### config.mk
export PLATFORM = sky130hd
export DESIGN_NAME = ladybird_fetch_seq
export DESIGN_NICKNAME = d
export VERILOG_FILES = /design/src/rtl/ladybird_fetch_seq.sv
export SDC_FILE = /design/constraint.sdc
export NUM_CORES = 1
export LEC_CHECK = 0
export ABC_CLOCK_PERIOD_IN_PS = 9600
export BUFFER_PORTS_ARGS = -buffer_cell sky130_fd_sc_hd__buf_2
export CORE_AREA = 2 2 157 313
export CTS_CLUSTER_SIZE = 14
export DETAILED_ROUTE_END_ITERATION = 12
export DIE_AREA = 0 0 159 315
export PLACE_DENSITY = 0.44
export SLEW_MARGIN = 20
export SYNTH_ARGS = -nofsm -noshare
export SYNTH_HDL_FRONTEND = slang
export SYNTH_SLANG_ARGS = --single-unit
export TNS_END_PERCENT = 20
### constraint.sdc
create_clock -name clk -period 9.6 [get_ports clk]
set_input_delay 1.44 -clock clk [delete_from_list [all_inputs] [get_ports clk]]
set_output_delay 1.44 -clock clk [all_outputs]
set_load 0.02 [all_outputs]
### src/rtl/ladybird_fetch_seq.sv
// Fetch sequencer: issues sequential PCs to the IFU and buffers {inst, pc} returns for decode.
// Define LADYBIRD_FETCH_PERF_EN to add the perf_fetch / perf_drop counters.
package ladybird_config;
  localparam int XLEN = 32;
endpackage

module ladybird_fetch_seq #(
  parameter logic [31:0] RESET_PC   = 32'h0000_0000,
  parameter int          FIFO_DEPTH = 4
) (
  input  logic                             clk,
  input  logic                             rst,
  input  logic [ladybird_config::XLEN-1:0] redirect_pc,
  input  logic                             redirect_valid,
  output logic [ladybird_config::XLEN-1:0] pc,
  output logic                             pc_valid,
  input  logic                             pc_ready,
  input  logic [ladybird_config::XLEN-1:0] f_inst,
  input  logic [ladybird_config::XLEN-1:0] f_inst_pc,
  input  logic                             f_inst_valid,
  output logic                             f_inst_ready,
  output logic [ladybird_config::XLEN-1:0] d_inst,
  output logic [ladybird_config::XLEN-1:0] d_pc,
  output logic                             d_valid,
  input  logic                             d_ready
`ifdef LADYBIRD_FETCH_PERF_EN
  ,
  output logic [31:0]                      perf_fetch,
  output logic [31:0]                      perf_drop
`endif
);
  localparam int XLEN = ladybird_config::XLEN;
  localparam int CW   = $clog2(FIFO_DEPTH + 1);
  localparam int AW   = $clog2(FIFO_DEPTH);
  localparam logic [CW:0] DEPTH_C = (CW + 1)'(FIFO_DEPTH);

  logic [XLEN-1:0] pc_q;
  logic [CW-1:0]   count_q, outstanding_q, drop_q;
  logic [AW-1:0]   rd_ptr_q, wr_ptr_q;
  logic [XLEN-1:0] inst_mem [FIFO_DEPTH];
  logic [XLEN-1:0] pc_mem   [FIFO_DEPTH];
  logic [CW:0]     credit_used;
  logic            fire, resp, dec, discard, push, pop;

  // Requests are only issued when a FIFO slot is guaranteed for the response.
  assign credit_used  = {1'b0, count_q} + {1'b0, outstanding_q};
  assign pc           = pc_q;
  assign pc_valid     = ~rst & ~redirect_valid & (credit_used < DEPTH_C);
  assign f_inst_ready = 1'b1;
  assign d_valid      = (count_q != '0);
  assign d_inst       = inst_mem[rd_ptr_q];
  assign d_pc         = pc_mem[rd_ptr_q];

  assign fire    = pc_valid & pc_ready;
  assign resp    = f_inst_valid;
  // Saturate so a stray response after a mid-run reset cannot wrap the counter.
  assign dec     = resp & (outstanding_q != '0);
  assign discard = resp & (redirect_valid | (drop_q != '0));
  assign push    = resp & ~discard;
  assign pop     = d_valid & d_ready & ~redirect_valid;

  always_ff @(posedge clk) begin
    if (push) begin
      inst_mem[wr_ptr_q] <= f_inst;
      pc_mem[wr_ptr_q]   <= f_inst_pc;
    end
  end

  always_ff @(posedge clk) begin
    if (rst) begin
      pc_q          <= RESET_PC;
      count_q       <= '0;
      rd_ptr_q      <= '0;
      wr_ptr_q      <= '0;
      outstanding_q <= '0;
      drop_q        <= '0;
    end else if (redirect_valid) begin
      pc_q          <= redirect_pc;
      count_q       <= '0;
      rd_ptr_q      <= '0;
      wr_ptr_q      <= '0;
      outstanding_q <= outstanding_q - CW'(dec);
      drop_q        <= outstanding_q - CW'(dec);
    end else begin
      if (fire) pc_q <= pc_q + XLEN'(4);
      outstanding_q <= outstanding_q + CW'(fire) - CW'(dec);
      if (discard) drop_q <= drop_q - CW'(1);
      if (push) wr_ptr_q <= wr_ptr_q + AW'(1);
      if (pop) rd_ptr_q <= rd_ptr_q + AW'(1);
      count_q <= count_q + CW'(push) - CW'(pop);
    end
  end

  assert property (@(posedge clk) disable iff (rst) drop_q <= outstanding_q);

`ifdef LADYBIRD_FETCH_PERF_EN
  logic [CW-1:0] drop_inc;
  logic [32:0]   drop_sum;

  always_comb begin
    drop_inc = CW'(discard);
    if (redirect_valid) drop_inc = count_q + CW'(discard);
  end

  assign drop_sum = {1'b0, perf_drop} + 33'(drop_inc);

  always_ff @(posedge clk) begin
    if (rst) begin
      perf_fetch <= '0;
      perf_drop  <= '0;
    end else begin
      if (fire && (perf_fetch != '1)) perf_fetch <= perf_fetch + 32'd1;
      perf_drop <= drop_sum[32] ? '1 : drop_sum[31:0];
    end
  end
`endif

endmodule

==> flow_metrics.env <==
export IMPL_status="finished, final reports clean"
export IMPL_cts_htree_levels=1
export IMPL_hold_slack_ns=0.488
export IMPL_synth_seq_cells=303
export IMPL_worst_pin_slew_ns=1.07
export IMPL_p_leak_nw=4.90
export IMPL_grt_pass1_vias=7082
export IMPL_synth_nets=768
export IMPL_fin_crit_ns=4.41
export IMPL_r2r_setup_slack_ns=6.21
export IMPL_clk_pin_slew_ns=0.07
export IMPL_post_route_drc_count=0
export IMPL_boundaryPins=201
export IMPL_root_buffer="clkbuf_16"
export IMPL_finalHoldViolCount=0
export IMPL_dr_first_iter_drc_count=269
export IMPL_port_buffers=199
export IMPL_maxCapViolations=0
export IMPL_fillers=4841
export IMPL_cts_sinks=303
export IMPL_ff_latch_area_sq_um=8640
export IMPL_grt_pass1_wl_um=42600
export IMPL_max_slew_margin_rel=0.284
export IMPL_clk_latency_ns=0.57
export IMPL_ys_seq_area_frac=0.729
export IMPL_ys_types=49
export IMPL_cts_buffers=30
export IMPL_syn_avg_cell_area_sq_um=18.2
export IMPL_grt_ovfl_total=0
export IMPL_arrival_ns=2.97
export IMPL_syn_inst=649
export IMPL_required_ns=8.16
export IMPL_multi_input_area_sq_um=3030
export IMPL_cts_buffer_depth=3
export IMPL_fin_skew_ns=0.0124
export IMPL_async_flop_share=0
export IMPL_final_nets=976
export IMPL_wl_per_cell_um=18.3
export IMPL_grt_max_degree=65
export IMPL_cellPowerDensity_nw_per_um2=212
export IMPL_synth_edf_count=256
export IMPL_fin_cells=1519
export IMPL_finish_utilization=0.305
export IMPL_start_util=0.247
export IMPL_cts_tree="yes"
export IMPL_setup_worst_path_start_class="flip-flop"
export IMPL_synthFlopType="edfxtp_1"
export IMPL_post_place_ws_ns=5.05
export IMPL_critPathKind="flip-flop to output port"
export IMPL_clock_fmax_mhz=227
export IMPL_rows=114
export IMPL_postCtsSetupBuffers=0
export IMPL_place_congestion=0.793
export IMPL_num_vias=6589
export IMPL_setup_viol=0
export IMPL_track_usage=0.110
export IMPL_die_y_um=315
export IMPL_wirelength_um=27800
export IMPL_crit_path_max_fanout=36
export IMPL_ant_nets=0
export IMPL_dieWidth_um=159
export IMPL_hold_class="flip-flop to flip-flop"
export IMPL_layout_setup_ws_ns=5.19
export IMPL_drive_gt1_frac=0.372
export IMPL_syn_cell_area_sq_um=11800
export IMPL_rsz0062_at_grt="false"
export IMPL_placed_cells=1463
export IMPL_holdBufCountCts=0
export IMPL_syn_to_final_growth_pct=23.6
export IMPL_firstDrtPassIters=4
export IMPL_core_sq_um=47900
export IMPL_yosys_warnings=0
export IMPL_hpwlAfterDp_um=17200
export IMPL_fin_crit_sh=0.459
export IMPL_dieArea_sq_um=50100
export IMPL_vias_per_cell=4.34
export IMPL_cp_end_kind="output port"
export IMPL_cts_resized_gates=0
export IMPL_fin_tns_setup_ns=0
export IMPL_antenna_found_initial=8
export IMPL_slew_violations=0
export IMPL_irDropWorstVdd_mv=0.148
worst max-delay path, stage by stage (launching register included):
cell and delay (ns):
dfxtp_4 0.87, buf_4 0.64, mux4_2 0.62, buf_2 0.18
Yosys cell counts, drive strengths merged, types with 2 or more instances:
| master | n | area [sq um] |
|---|---|---|
| nor4 | 6 | 37.5 |
| or4 | 2 | 15.0 |
| nand2 | 22 | 82.6 |
| nor2 | 35 | 131 |
| o31a | 2 | 17.5 |
| buf | 9 | 40.0 |
| edfxtp | 256 | 7690 |
| nor3b | 2 | 15.0 |
| mux4 | 64 | 1440 |
| xor2 | 5 | 43.8 |
| a21oi | 8 | 40.0 |
| nor3 | 14 | 81.3 |
| ha | 15 | 188 |
| and3 | 4 | 25.0 |
| o21ai | 10 | 50.1 |
| mux2i | 3 | 30.0 |
| a311oi | 9 | 78.8 |
| or3 | 4 | 25.0 |
| nand4 | 8 | 50.1 |
| nand2b | 3 | 18.8 |
| or2 | 3 | 21.3 |
| inv | 17 | 66.3 |
| clkbuf | 21 | 78.8 |
| a211oi | 19 | 143 |
| and4 | 6 | 52.6 |
| xnor2 | 21 | 184 |
| nand3 | 10 | 50.1 |
| fa | 2 | 40.0 |
| dfxtp | 47 | 941 |
| and2 | 9 | 56.3 |
metrics by stage:
step	power [mW]	area, sq um
global placement	1.90	13600
global route	3.24	14600
floorplan	1.77	11800
CTS	3.16	14600
finish	3.11	14600
detailed placement	1.90	13600
sequential cells by signal (all words and copies together), names as in the netlist, named ones only:
name and cells:
pc_mem 128, rd_ptr_q 2, pc 32, drop_q 3
count_q 3, inst_mem 128, outstanding_q 3, wr_ptr_q 2
placed cells by master (no fill, tap or decap), drive strengths merged, types with 9 or more instances in the layout:
cell	count
edfxtp	256
buf	206
mux4	64
dfxtp	47
clkbuf	36
nor2	35
nand2	22
xnor2	21
a211oi	19
inv	18
ha	15
nor3	14
nand3	10
o21ai	10
clkinv	10
a311oi	9
and2	9
where the power goes:
group,switching (mW),internal [mW],leakage [nW]
Combinational,0.206,0.132,1.69
Clock,0.503,0.737,0.496
Sequential,0.0325,1.50,2.71
worst paths after layout:
path | to | depth (start not counted) | start
max | d_inst[18] | 3 | flip-flop
min | pc[1] | 2 | pc[1]
max reg2reg | outstanding_q[2] | 12 | outstanding_q[2]
min reg2reg | pc[1] | 2 | pc[1]
layout make-up:
type,count,share of cell area
clock inverters,19,0.0182
repair buffers,206,0.0717
clock buffers,36,0.0529
diodes,1,0.000171
well taps,638,0.0546
multi-input cells,298,0.207
flip-flops and latches,303,0.591
inverters,18,0.00479
per-layer routing:
| metal | GRT usage | part of all wire | wire (um) | vias to the layer above |
|---|---|---|---|---|
| met1 | 0.136 | 0.42 | 11700 | 3298 |
| met4 | 0.0306 | 0.020 | 569 | 16 |
| li1 | - | - | - | 3008 |
| met2 | 0.181 | 0.47 | 13100 | 213 |
| met3 | 0.0412 | 0.086 | 2380 | 54 |
| met5 | 0 | 0.0034 | 96 | - |
kinds of logic (layout without fill, tap and decap cells):
| group | count (synthesis) | count (layout) | synth area share |
|---|---|---|---|
| flops | 303 | 303 | 0.729 |
| mux | 68 | 68 | 0.125 |
| simple gates | 130 | 130 | 0.0578 |
| xor+xnor | 26 | 26 | 0.0192 |
| compound gates | 56 | 56 | 0.0332 |
| buf+inv | 48 | 279 | 0.0160 |
| other cells | 1 | 2 | 0.000317 |
| fa+ha+maj | 17 | 17 | 0.0192 |
Power figures use the tool's default switching activity.
